**config.mk**
```make
export PLATFORM = sky130hd
export DESIGN_NAME = cycle_sequencer
export DESIGN_NICKNAME = d
export VERILOG_FILES = /design/src/rtl/cpu_pkg.sv /design/src/rtl/tstate_counter.sv /design/src/rtl/cycle_sequencer.sv
export SDC_FILE = /design/constraint.sdc
export NUM_CORES = 1
export LEC_CHECK = 0
export CAP_MARGIN = 15
export CORE_AREA = 2 2 39 41
export DETAILED_ROUTE_END_ITERATION = 10
export DIE_AREA = 0 0 41 43
export PLACE_DENSITY = 0.73
export SLEW_MARGIN = 10
export SYNTH_ARGS = -nofsm -noshare
export SYNTH_HDL_FRONTEND = slang
export SYNTH_HIERARCHICAL = 1
export SYNTH_SLANG_ARGS = --single-unit
```
**constraint.sdc**
```tcl
create_clock -name clk -period 2.45 [get_ports clk]
set_input_delay 0.49 -clock clk [delete_from_list [all_inputs] [get_ports clk]]
set_output_delay 0.49 -clock clk [all_outputs]
set_load 0.03 [all_outputs]
```
**src/rtl/cpu_pkg.sv**
```systemverilog
// Shared CPU sequencing types and sizing constants.
// Latency: n/a (types and constants only).
// Backpressure: n/a.
//
// Contents:
//   T_WIDTH  width of the T-state count
//   T_MAX    last legal T-state; the counter wraps to 0 after it
//   FETCH_T  T-states reserved for fetch (T0..FETCH_T-1)
//   state_t  sequencer run state
package cpu_pkg;

  localparam int T_WIDTH = 3;
  localparam int T_MAX   = 7;
  localparam int FETCH_T = 2;

  typedef enum logic [1:0] {
    HALT = 2'd0,
    RUN  = 2'd1,
    STEP = 2'd2
  } state_t;

endpackage

```
**src/rtl/tstate_counter.sv**
```systemverilog
// T-state register: falling-edge counter with async clear, sync clear and enable.
// Latency: new value visible after each falling edge of clk.
// Backpressure: none; en simply holds the count.
//
// Ports:
//   clk    system clock (state updates on the falling edge)
//   reset  asynchronous active-high clear
//   clr    synchronous clear to 0 (wins over en)
//   en     advance by one, wrapping to 0 after T_MAX
//   t      current T-state
module tstate_counter #(
  parameter int T_WIDTH = cpu_pkg::T_WIDTH,
  parameter int T_MAX   = cpu_pkg::T_MAX
) (
  input  logic               clk,
  input  logic               reset,
  input  logic               clr,
  input  logic               en,
  output logic [T_WIDTH-1:0] t
);

  localparam logic [T_WIDTH-1:0] T_LAST = T_WIDTH'(T_MAX);

  // Wrap is explicit so T never exceeds T_MAX even when T_MAX is not
  // 2**T_WIDTH-1.
  always_ff @(negedge clk or posedge reset) begin
    if (reset) begin
      t <= '0;
    end else if (clr) begin
      t <= '0;
    end else if (en) begin
      if (t == T_LAST) begin
        t <= '0;
      end else begin
        t <= t + T_WIDTH'(1);
      end
    end
  end

endmodule

```
**src/rtl/cycle_sequencer.sv**
```systemverilog
// Instruction-cycle controller: run/halt/single-step, early end on t_end, irq entry at boundaries.
// Latency: all state changes on the falling edge; T, in_irq, irq_ack are registered.
// Backpressure: none; run drop only takes effect at the next instruction boundary.
//
// Ports:
//   clk          system clock (falling-edge state updates)
//   reset        asynchronous active-high; HALT, T=0, irq state cleared
//   run          level, free-run enable
//   step         level; a rise seen while halted runs one instruction
//   t_end        microcode: current T-state is the last of this instruction
//   irq          interrupt request (level)
//   irq_en       interrupt enable from CPU state
//   T            current T-state
//   instr_start  high while T==0 and not halted
//   halted       high in HALT
//   in_irq       current instruction is the interrupt-entry sequence
//   irq_ack      one-cycle pulse when an interrupt is accepted
module cycle_sequencer #(
  parameter int T_WIDTH = cpu_pkg::T_WIDTH,
  parameter int T_MAX   = cpu_pkg::T_MAX,
  parameter int FETCH_T = cpu_pkg::FETCH_T
) (
  input  logic               clk,
  input  logic               reset,
  input  logic               run,
  input  logic               step,
  input  logic               t_end,
  input  logic               irq,
  input  logic               irq_en,
  output logic [T_WIDTH-1:0] T,
  output logic               instr_start,
  output logic               halted,
  output logic               in_irq,
  output logic               irq_ack
);

  import cpu_pkg::*;

  localparam logic [T_WIDTH-1:0] T_LAST  = T_WIDTH'(T_MAX);
  localparam logic [T_WIDTH-1:0] T_FETCH = T_WIDTH'(FETCH_T);

  state_t state;
  state_t state_nxt;

  logic step_q;
  logic step_rise;
  logic active;
  logic boundary;
  logic take_irq;
  logic cnt_clr;
  logic cnt_en;

  // Only a rise observed by the HALT state starts a step; rises while
  // executing are not remembered.
  assign step_rise = step & ~step_q;

  assign active = (state == RUN) || (state == STEP);

  // t_end is ignored during fetch. t_end at T_MAX coincides with the
  // natural wrap and still yields exactly one boundary.
  assign boundary = active && ((T == T_LAST) || (t_end && (T >= T_FETCH)));

  // An interrupt-entry instruction cannot itself be interrupted; a request
  // still present is reconsidered at the following boundary.
  assign take_irq = boundary & irq & irq_en & ~in_irq;

  tstate_counter #(
    .T_WIDTH (T_WIDTH),
    .T_MAX   (T_MAX)
  ) u_tcnt (
    .clk   (clk),
    .reset (reset),
    .clr   (cnt_clr),
    .en    (cnt_en),
    .t     (T)
  );

  always_ff @(negedge clk or posedge reset) begin
    if (reset) begin
      state <= HALT;
    end else begin
      state <= state_nxt;
    end
  end

  always_comb begin
    state_nxt = state;
    cnt_clr   = 1'b0;
    cnt_en    = 1'b0;
    case (state)
      HALT: begin
        cnt_clr = 1'b1;
        if (run) begin
          state_nxt = RUN;
        end else if (step_rise) begin
          state_nxt = STEP;
        end
      end
      RUN, STEP: begin
        if (boundary) begin
          cnt_clr   = 1'b1;
          state_nxt = run ? RUN : HALT;
        end else begin
          cnt_en = 1'b1;
        end
      end
      default: begin
        cnt_clr   = 1'b1;
        state_nxt = HALT;
      end
    endcase
  end

  // in_irq only changes at a boundary, so an entry accepted on the way into
  // HALT is still pending when the machine resumes.
  always_ff @(negedge clk or posedge reset) begin
    if (reset) begin
      step_q  <= 1'b0;
      in_irq  <= 1'b0;
      irq_ack <= 1'b0;
    end else begin
      step_q  <= step;
      irq_ack <= take_irq;
      if (boundary) begin
        in_irq <= take_irq;
      end
    end
  end

  assign halted      = (state == HALT);
  assign instr_start = (T == '0) && !halted;

endmodule

```
After elaboration in Yosys (flattened, before gate mapping) --
Index checks and enable logic that the tools add are counted.
Cells by class: equal/unequal tests 5, add/subtract/negate cells 1, reduce and logical (&&, ||, !) cells 11, mux-type cells 12, bitwise gates (word level) 6, magnitude comparators 1
Operator list (count):
- $mux 3 | 3
- $mux 2 | 3
- $mux 1 | 5
- $and 1x1->1 | 4
- $pmux 2 s2 | 1
- $add 3x1->3 const B | 1
- $eq 3x3->1 const B | 1
- $ge 3x2->1 const B | 1
- $logic_and 1x1->1 | 3
- $logic_not 3->1 | 1
- $ne 3x2->1 const B | 1
- $eq 2x1->1 const B | 1
- $eq 2x2->1 const B | 1
- $logic_not 2->1 | 1
- $logic_or 1x1->1 | 2
- $ne 2x2->1 const B | 1
- $not 1->1 | 2
- $reduce_and 2->1 | 1
- $reduce_bool 2->1 | 1
- $reduce_or 2->1 | 1
- $logic_not 1->1 | 1
Storage, ports and cells: flip-flop bits (word level) 8, output and inout bits 7, word-level logic and storage cells 41

Depth between registers and ports, before layout --
Gate-level depths: netlist (run 1).
depth in word-level cells 8, mapped depth 6, depth with buffers taken out 6

Hierarchy --
Netlist (run 1), hierarchy kept.
Modules (own cells, without submodules):
- cycle_sequencer | area each 302.8 µm², seq. area each 125.1 µm², instances 1, cells an instance 29
- tstate_counter | area each 155.1 µm², seq. area each 75.1 µm², instances 1, cells an instance 13

==> out/results.tsv, run 1 <==
stage	metric	value	unit
worst_setup_path	endpoint required time on the critical path	1960	ps
global_routing	combined global-route utilization of all metal layers	17.0	%
final_layout	Diodes inserted	0	
synthesis	part of the Yosys area used for sequential elements	43.7	%
drt	initial detailed-routing violation count	2	
worst_setup_path	worst-path cell chain	inv_2 > ha_4 > nor4_4 > buf_6	
pwr	Power Density	1300	nW/um^2
drt	DRT Wirelength	1130	um
placement	PortBufs	13	
pwr	leakage dissipation	0.445	nW
worst_setup_path	slowest stage delay, CP	420	ps
floorplan	core region area	1380	um^2
global_routing	total congestion overflow after global routing	0	
synthesis	Distinct cells, synth	21	
drt	number of optimization iterations in the first detailed-route pass	3	
global_routing	via count of the first global-routing pass	492	
drt	Via density	4.65	
sta	number of failing setup endpoints in the final timing report	7	
synthesis	cell taking the most area after synthesis	dfrtn_1	
synthesis	EDFF count, synth	0	
floorplan	initial core utilization	33.1	%
placement	weighted congestion reported at the end of routability-driven placement	0.700	
worst_setup_path	setup slack of the most critical reg-to-reg path	790	ps
sta	Final Max Tran Viols	0	
synthesis	top-count cell post-synth	dfrtn_1	
final_layout	proportion of layout cells with a drive suffix above 1	60.3	%
pwr	clock share of power	9.4	%
placement	half-perimeter wire length after placement	820	um
sta	fin worst setup slack	-472	ps
drt	routed length per placed instance	12.0	um
synthesis	syn avg cell area	10.9	um^2
worst_setup_path	critical path class	register to output port	
clock_network	clock sink count	8	
clock_network	deepest level of the CTS H-tree	1	
sta	worst-margin pin slew	231	ps
synthesis	most instantiated flip-flop cell in the synthesis netlist	dfrtn_1	
clock_network	buffers from clock root to sink, at most	2	
worst_setup_path	Max stage delay cell, worst path	dfrtn_1	
final_layout	count of fill cells added during filler insertion	115	
sta	Slew HR	84.5	%
clock_network	clock root buffer	clkbuf_4	
floorplan	count of standard-cell rows	14	
clock_network	Hold-fix buffers, CTS	0	
pwr	sw power	0.000437	W
sta	worst setup skew after layout	9.37	ps
global_routing	first-pass GRT wire length	1950	um
synthesis	total nets after synthesis	53	
pwr	share of total power in combinational logic	73.2	%
clock_network	Clk pin slew, worst setup/hold paths	50	ps
outcome	result of the run	complete, but fails checks	
pwr	internal power summed over all cells	0.000659	W
clock_network	TritonCTS clock tree	yes	
drt	routed via count	437	
sta	final setup TNS	-1820	ps
floorplan	floorplan die area	1760	um^2
outcome	violated checks	setup timing	
sta	setup repair after global routing missed its margin	yes	
final_layout	final core utilization	60.8	%
final_layout	area delta synth->final	83.9	%
worst_setup_path	startpoint types	register	
global_routing	number of antenna violations at the first check in global routing	0	
synthesis	fraction of registers with async set or reset after synthesis	100	%
final_layout	number of standard cells in the layout, taps in and fillers out	94	
synthesis	Syn. warnings	6	
worst_setup_path	Worst Setup End Kind	output port	
run	max-cap violations	0	
sta	Final Hold Fails	0	
pwr	proportion of power drawn by flip-flops and latches	17.5	%
worst_setup_path	Arr. time, crit path	2430	ps
floorplan	Die X-Extent	41	um
drt	number of nets with antenna violations after routing	0	
pwr	proportion of total power due to net switching	39.9	%
clock_network	clock latency at the later pin of the worst-skew pair	260	ps
synthesis	proportion of netlist area held by the largest area contributor	43.7	%
global_routing	pin count of the biggest net entering global routing	6	
clock_network	Inserted Clock Buffers	3	
hold_path	worst hold-check path type	register to register	
synthesis	ranking of synthesized cells by instance count	dfrtn_1, inv_1, ha_1	
worst_setup_path	largest driver fanout on the critical path	2	
drt	final routed DRC violation total	0	
synthesis	post-synthesis cell area	458	um^2
synthesis	Seq cells post-synth	8	
final_layout	fin nets	91	
synthesis	synthesized netlist cell count	42	
pwr	largest voltage drop on the vdd net	0.719	mV
synthesis	largest cells by area after synthesis	dfrtn_1, ha_1, a21o_2	
floorplan	count of boundary I/O pins	14	
placement	Placed Cells	84	
floorplan	die height	43	um
## metal layers
| layer | wire length, um | GRT usage, % |
|---|---|---|
| met2 | 626 | 27.5 |
| met4 | 35 | 13.3 |
| met3 | 29 | 4.19 |
| met1 | 438 | 17.3 |
| met5 | 0 | 0 |
## final cells by class
cell class	count	area (um^2)	area share [%]
sequential	8	200	23.8
tap	16	20.0	2.38
inverter	7	31.3	3.71
clock buffer	3	22.5	2.67
timing repair buffer	33	300	35.7
multi-input combinational	27	268	31.8
## worst max-delay path, delay by kind of cell (launching register included)
family | cells | cell delay, ps
buffers and inverters | 2 | 210
DFF | 1 | 420
adders and majority gates | 1 | 160
and+or+nand+nor | 1 | 140
## repair_timing
item                                    CTS  global route
endpoints found under the setup margin   13             9
pin swaps                                 5             1
gates resized for setup                  17             4
setup buffers                             5             3
## power groups by stage
stage | Combinational (W) | Sequential (W) | Clock, W
floorplan | 0.000375 | 0.000223 | 0
finish | 0.000801 | 0.000191 | 0.000103
CTS | 0.000758 | 0.000192 | 0.000105
detailed placement | 0.000681 | 0.000192 | 0
global placement | 0.000660 | 0.000190 | 0
global route | 0.000863 | 0.000194 | 0.000115
## placed cells by master, fill, tap and decap left out, drive strengths merged, types with 2 or more instances in the layout
| cell type | netlist | layout |
|---|---|---|
| buf | 0 | 28 |
| dfrtn | 8 | 8 |
| inv | 7 | 7 |
| clkdlybuf4s50 | 0 | 4 |
| ha | 4 | 4 |
| a21o | 3 | 3 |
| nor2 | 3 | 3 |
| clkbuf | 0 | 3 |
| nand2 | 3 | 3 |
| nand2b | 2 | 2 |
| a21oi | 2 | 2 |
| mux2i | 2 | 2 |
## stage by stage
step	hold slack, ps	area [um^2]	worst slack (ps)	power, W
CTS	562	817	-503	0.00105
detailed placement	475	716	-624	0.000873
global placement	465	716	-563	0.000850
finish	554	842	-472	0.00110
global route	580	842	-537	0.00117
floorplan	447	485	-314	0.000599
## flip-flops by register name, indices dropped and copies added (netlist names)
signal / cells
state: 2
step_q: 1
u_tcnt/t: 3
irq_ack: 1
in_irq: 1
## final timing paths
check                           cells after the start         from          end
worst max-delay path                                4     state[0]  instr_start
worst min-delay path                                3     state[0]     state[0]
worst max register to register                      9  u_tcnt/t[1]  u_tcnt/t[0]
worst min register to register                      3     state[0]     state[0]
max in group asynchronous                           2        reset      irq_ack
min in group asynchronous                           2        reset  u_tcnt/t[0]
## kinds of logic after synthesis
kind of cell	synth area share (%)
and+or+nand+nor	18.0
AOI/OAI and AO/OA	16.7
DFF	43.7
buffers and inverters	6.28
adders and majority gates	10.9
muxes	4.37
No activity file was read; power rests on OpenSTA's default activity.
==> run 2: changes to the inputs <==
Settings changed: CTS_BUF_LIST from default to sky130_fd_sc_hd__clkbuf_4 sky130_fd_sc_hd__clkbuf_8.
==> results of run 2 <==
Same layout as run 1: the final DEF is identical, and so are final timing and power.
==> RTL edit 1, RTL diff (config.mk and constraints of run 2) <==
Change the package constant `T_WIDTH` from 3 to 2.
--- a/src/rtl/cpu_pkg.sv
+++ b/src/rtl/cpu_pkg.sv
@@ -11,3 +11,3 @@
 
-  localparam int T_WIDTH = 3;
+  localparam int T_WIDTH = 2;
   localparam int T_MAX   = 7;
Ports: changed (resized T); port bits go from 14 to 13. The function was not compared with the original's and may differ.
==> RTL edit 1 against run 2 <==
The flow still finishes with violations (setup timing). Clock power grew 11%. Via count is 19% lower. Area after synthesis fell by 20%. Critical path depth stayed put. Routed wire length is 25% lower. Non-clock buffer count is 7 lower. Utilization decreased by 11 points. Worst setup slack improved by 0.043 ns. Design area shrank 18%. Sequential cell count shrank 1. Power down 12%. Critical path type unchanged.
==> RTL edit 1: results (changes against run 2) <==
* Hold EP: in_irq
* Crit path DAT at 2.39 ns (-0.04 ns)
* Clk tree area frac at 0.0432 (+0.0165)
* Setup crit end: halted
* Non-clock inverters at 6 (-1)
* Worst hold stages at 2 (-1)
* Final setup viols at 6 (-1)
* Drt wl/cell at 10.4 um (-13%)
* R2R Setup Slk at 1.09 ns (+0.30 ns)
* Worst Setup SP: state[1]
* Violated checks: setup timing
* Hold slack at 0.553 ns (-0.000165 ns)
* GRT Total Usage at 0.119 (-0.0517)
* NonClk Buf Share at 0.333 (-0.0233)
* Worst Hold Launch: in_irq
* Via/cell ratio at 4.32 (-7.1%)
* Share of cells above drive strength 1 at 0.561 (-0.0420)
* Pint at 591 uW (-10%)
* Post-Syn Nets at 46 (-13%)
* Synth area leaders: dfrtn_1 (48%), ha_1 (10%), inv_1 (6.1%)
* Reg2reg path depth at 6 (-3)
* Port Buffer Count at 12 (-1)
* Clkbuf count at 4 (+1)
* Fin nets at 77 (-15%)
* Mean Syn Cell Area at 10.2 um^2 (-6.6%)
* Status: complete, but fails checks
* Routing usage on met1 at 0.126 (-0.0465)
* Buffers, non-clock at 26 (-21%)
* Worst slew pin tran at 0.306 ns (+0.0752 ns)
* Final WS setup at -0.429 ns (+0.0429 ns)
* Regs by FF count: state x2, u_tcnt/t x2
* Synth cell count leaders: dfrtn_1 (7), inv_1 (6), ha_1 (3), nand2_1 (3)
* Worst r2r src: state[0]
* Fillcell total at 135 (+17%)
* DRT iter0 DRCs at 6 (+4)
* DP HPWL at 648 um (-21%)
* Met2 Use GR at 0.181 (-0.0938)
* Non-Filler Instances at 82 (-13%)
* Met2 wire len at 445 um (-29%)
* P_leak at 0.000351 uW (-21%)
* Peak supply drop at 0.723 mV (+0.54%)
* Placed cell areas at 604 um^2 (-16%)
* Setup Skew at 0.00348 ns (-0.00589 ns)
* Setup Buffers After CTS at 3 (-2)
* GPL Wtd Cong at 0.708 (+1.1%)
* FF+latch count, synth at 7 (-1)
* Fin Setup TNS at -1.39 ns (+0.435 ns)
* Met3 usage at 0.0785 (+0.0366)
* Placed insts at 74 (-12%)
* CP max stage cell: dfrtn_1
* First-pass GRT wire length at 1.31 mm (-33%)
* Netlist cell types at 18 (-14%)
* Multi-input gates at 23 (-15%)
* Sequential-to-total area share from yosys stat at 0.478 (+0.0407)
* Vias in the first global route at 332 (-33%)
* Multi-input combinational cell area at 215 um^2 (-20%)
==> RTL edit 1: per-stage QoR <==
| stage | setup WS (ns) | total power, uW | utilization |
|---|---|---|---|
| 6_report | -0.429 | 968 | 0.502 |
| 2_1_floorplan | -0.270 | 552 | - |
| 4_1_cts | -0.441 | 955 | 0.494 |
| 5_1_grt | -0.468 | 1040 | 0.502 |
| 3_3_place_gp | -0.461 | 772 | 0.437 |
| 3_5_place_dp | -0.520 | 781 | 0.437 |
==> RTL edit 1: power by group through the flow <==
stage	sequential [uW]	combinational, uW	clock (uW)
global placement	192	580	0
global route	189	719	130
detailed placement	194	587	0
CTS	186	651	118
finish	185	669	114
floorplan	220	332	0
==> RTL edit 1: kinds of logic after synthesis <==
group / Yosys count / share of synthesized area
AND/OR/NAND/NOR: 11 / 0.167
AO/OA/AOI/OAI: 8 / 0.164
flip-flops: 7 / 0.478
buffers and inverters: 6 / 0.0614
adder cells (fa/ha/maj): 3 / 0.102
multiplexers: 1 / 0.0273
==> RTL edit 2, RTL diff (flow settings as in run 2) <==
Without the edit above. Re-encode `state_t` (3 states) as one-hot, 3 bits wide.
--- a/src/rtl/cpu_pkg.sv
+++ b/src/rtl/cpu_pkg.sv
@@ -15,6 +15,6 @@
 
-  typedef enum logic [1:0] {
-    HALT = 2'd0,
-    RUN  = 2'd1,
-    STEP = 2'd2
+  typedef enum logic [2:0] {
+    HALT = 3'b001,
+    RUN  = 3'b010,
+    STEP = 3'b100
   } state_t;
Formal check against the unedited RTL: no difference found for any inputs over 10 cycles, from zero or initial values and one cycle with reset high; not proved beyond that.
==> RTL edit 2 against run 2 <==
The run still ends with setup timing left. Area after synthesis increased by 10%. Design area increased by 13%. Worst setup slack got worse by 0.13 ns. Routed wire length increased by 24%. Sequential cell count increased by 1. Sequential share of layout area about the same. Power decreased by 32%. Critical endpoint unchanged. Largest cell class unchanged.
==> RTL edit 2: results (changes against run 2) <==
* Hold slack at 0.577 ns (+0.0232 ns)
* Worst hold stages at 2 (-1)
* Fin nets at 103 (+13%)
* Drt pass-1 iters at 4 (+1)
* First-pass GRT wire length at 2.28 mm (+17%)
* Setup Skew at 0.0496 ns (+0.0403 ns)
* P_leak at 0.000468 uW (+5.2%)
* Met3 usage at 0.0681 (+0.0262)
* Worst Setup SP: state[0]
* Setup Buffers After CTS at 7 (+2)
* Regs by FF count: state x3, u_tcnt/t x3
* Fillcell total at 121 (+5.2%)
* Gate Count Post-Synth at 50 (+19%)
* Vias in the first global route at 535 (+8.7%)
* Share of cells above drive strength 1 at 0.516 (-0.0864)
* R2R Setup Slk at 0.67 ns (-0.12 ns)
* Worst setup slack after placement at -0.716 ns (-0.0920 ns)
* GPL Wtd Cong at 0.720 (+2.8%)
* Crit path DAT at 2.56 ns (+0.13 ns)
* Slew headroom at 0.762 (-0.0830)
* Multi-input combinational cell area at 304 um^2 (+14%)
* DRT iter0 DRCs at 4 (+2)
* Placed cell areas at 797 um^2 (+11%)
* Largest net degree at the start of global routing at 7 (+1)
* Worst r2r src: u_tcnt/t[0]
* Met2 Use GR at 0.331 (+0.0562)
* Non-Filler Instances at 109 (+16%)
* Placed insts at 94 (+12%)
* Post-Syn Nets at 59 (+11%)
* Cts repair resizes at 23 (+6)
* Final WS setup at -0.600 ns (-0.128 ns)
* Routing usage on met1 at 0.227 (+0.0544)
* Synth area leaders: dfrtn_1 (40%), dfstp_2 (5.2%), ha_1 (5.0%)
* Final setup viols at 7 (unchanged)
* Status: complete, but fails checks
* Synth cell count leaders: dfrtn_1 (8), inv_1 (6), nor2_1 (4)
* Peak supply drop at 0.489 mV (-32%)
* DP HPWL at 984 um (+20%)
* Adder-cell area share of the yosys netlist at 0.0495 (-0.0598)
* Netlist cell types at 27 (+29%)
* Worst Hold Launch: state[1]
* Hold EP: state[2]
* Sequential-to-total area share from yosys stat at 0.448 (+0.0109)
* Violated checks: setup timing
-- RTL edit 2: cells by family after synthesis --
logic type | after synthesis
buf+inv | 6
mux | 3
fa+ha+maj | 2
xor+xnor | 1
compound gates | 9
flops | 9
simple gates | 20
-- RTL edit 2: worst max-delay path: stages, from the launching register on --
cell	delay [ns]
dfstp_2	0.52
nor3b_4	0.20
buf_6	0.13
nor4_4	0.03
buf_6	0.14
-- RTL edit 2: metal layers --
metal | wire (um) | vias to the layer above
li1 | - | 268
met1 | 568 | 254
met2 | 764 | 14
met3 | 64 | 2
met4 | 6 | 0
met5 | 0 | -
-- RTL edit 2: layout make-up --
cell class,instances,area share
multi-input cells,35,0.320
inverters,5,0.0197
flip-flops and latches,9,0.238
well taps,16,0.0211
repair buffers,39,0.370
clock inverters,2,0.00789
clock buffers,3,0.0237
-- RTL edit 2: where the power goes --
part,switching [uW],total [uW],leakage (uW),internal [uW]
registers,17.3,196,0.000117,179
logic,199,431,0.000326,232
clock network,55.2,116,0.0000245,60.7
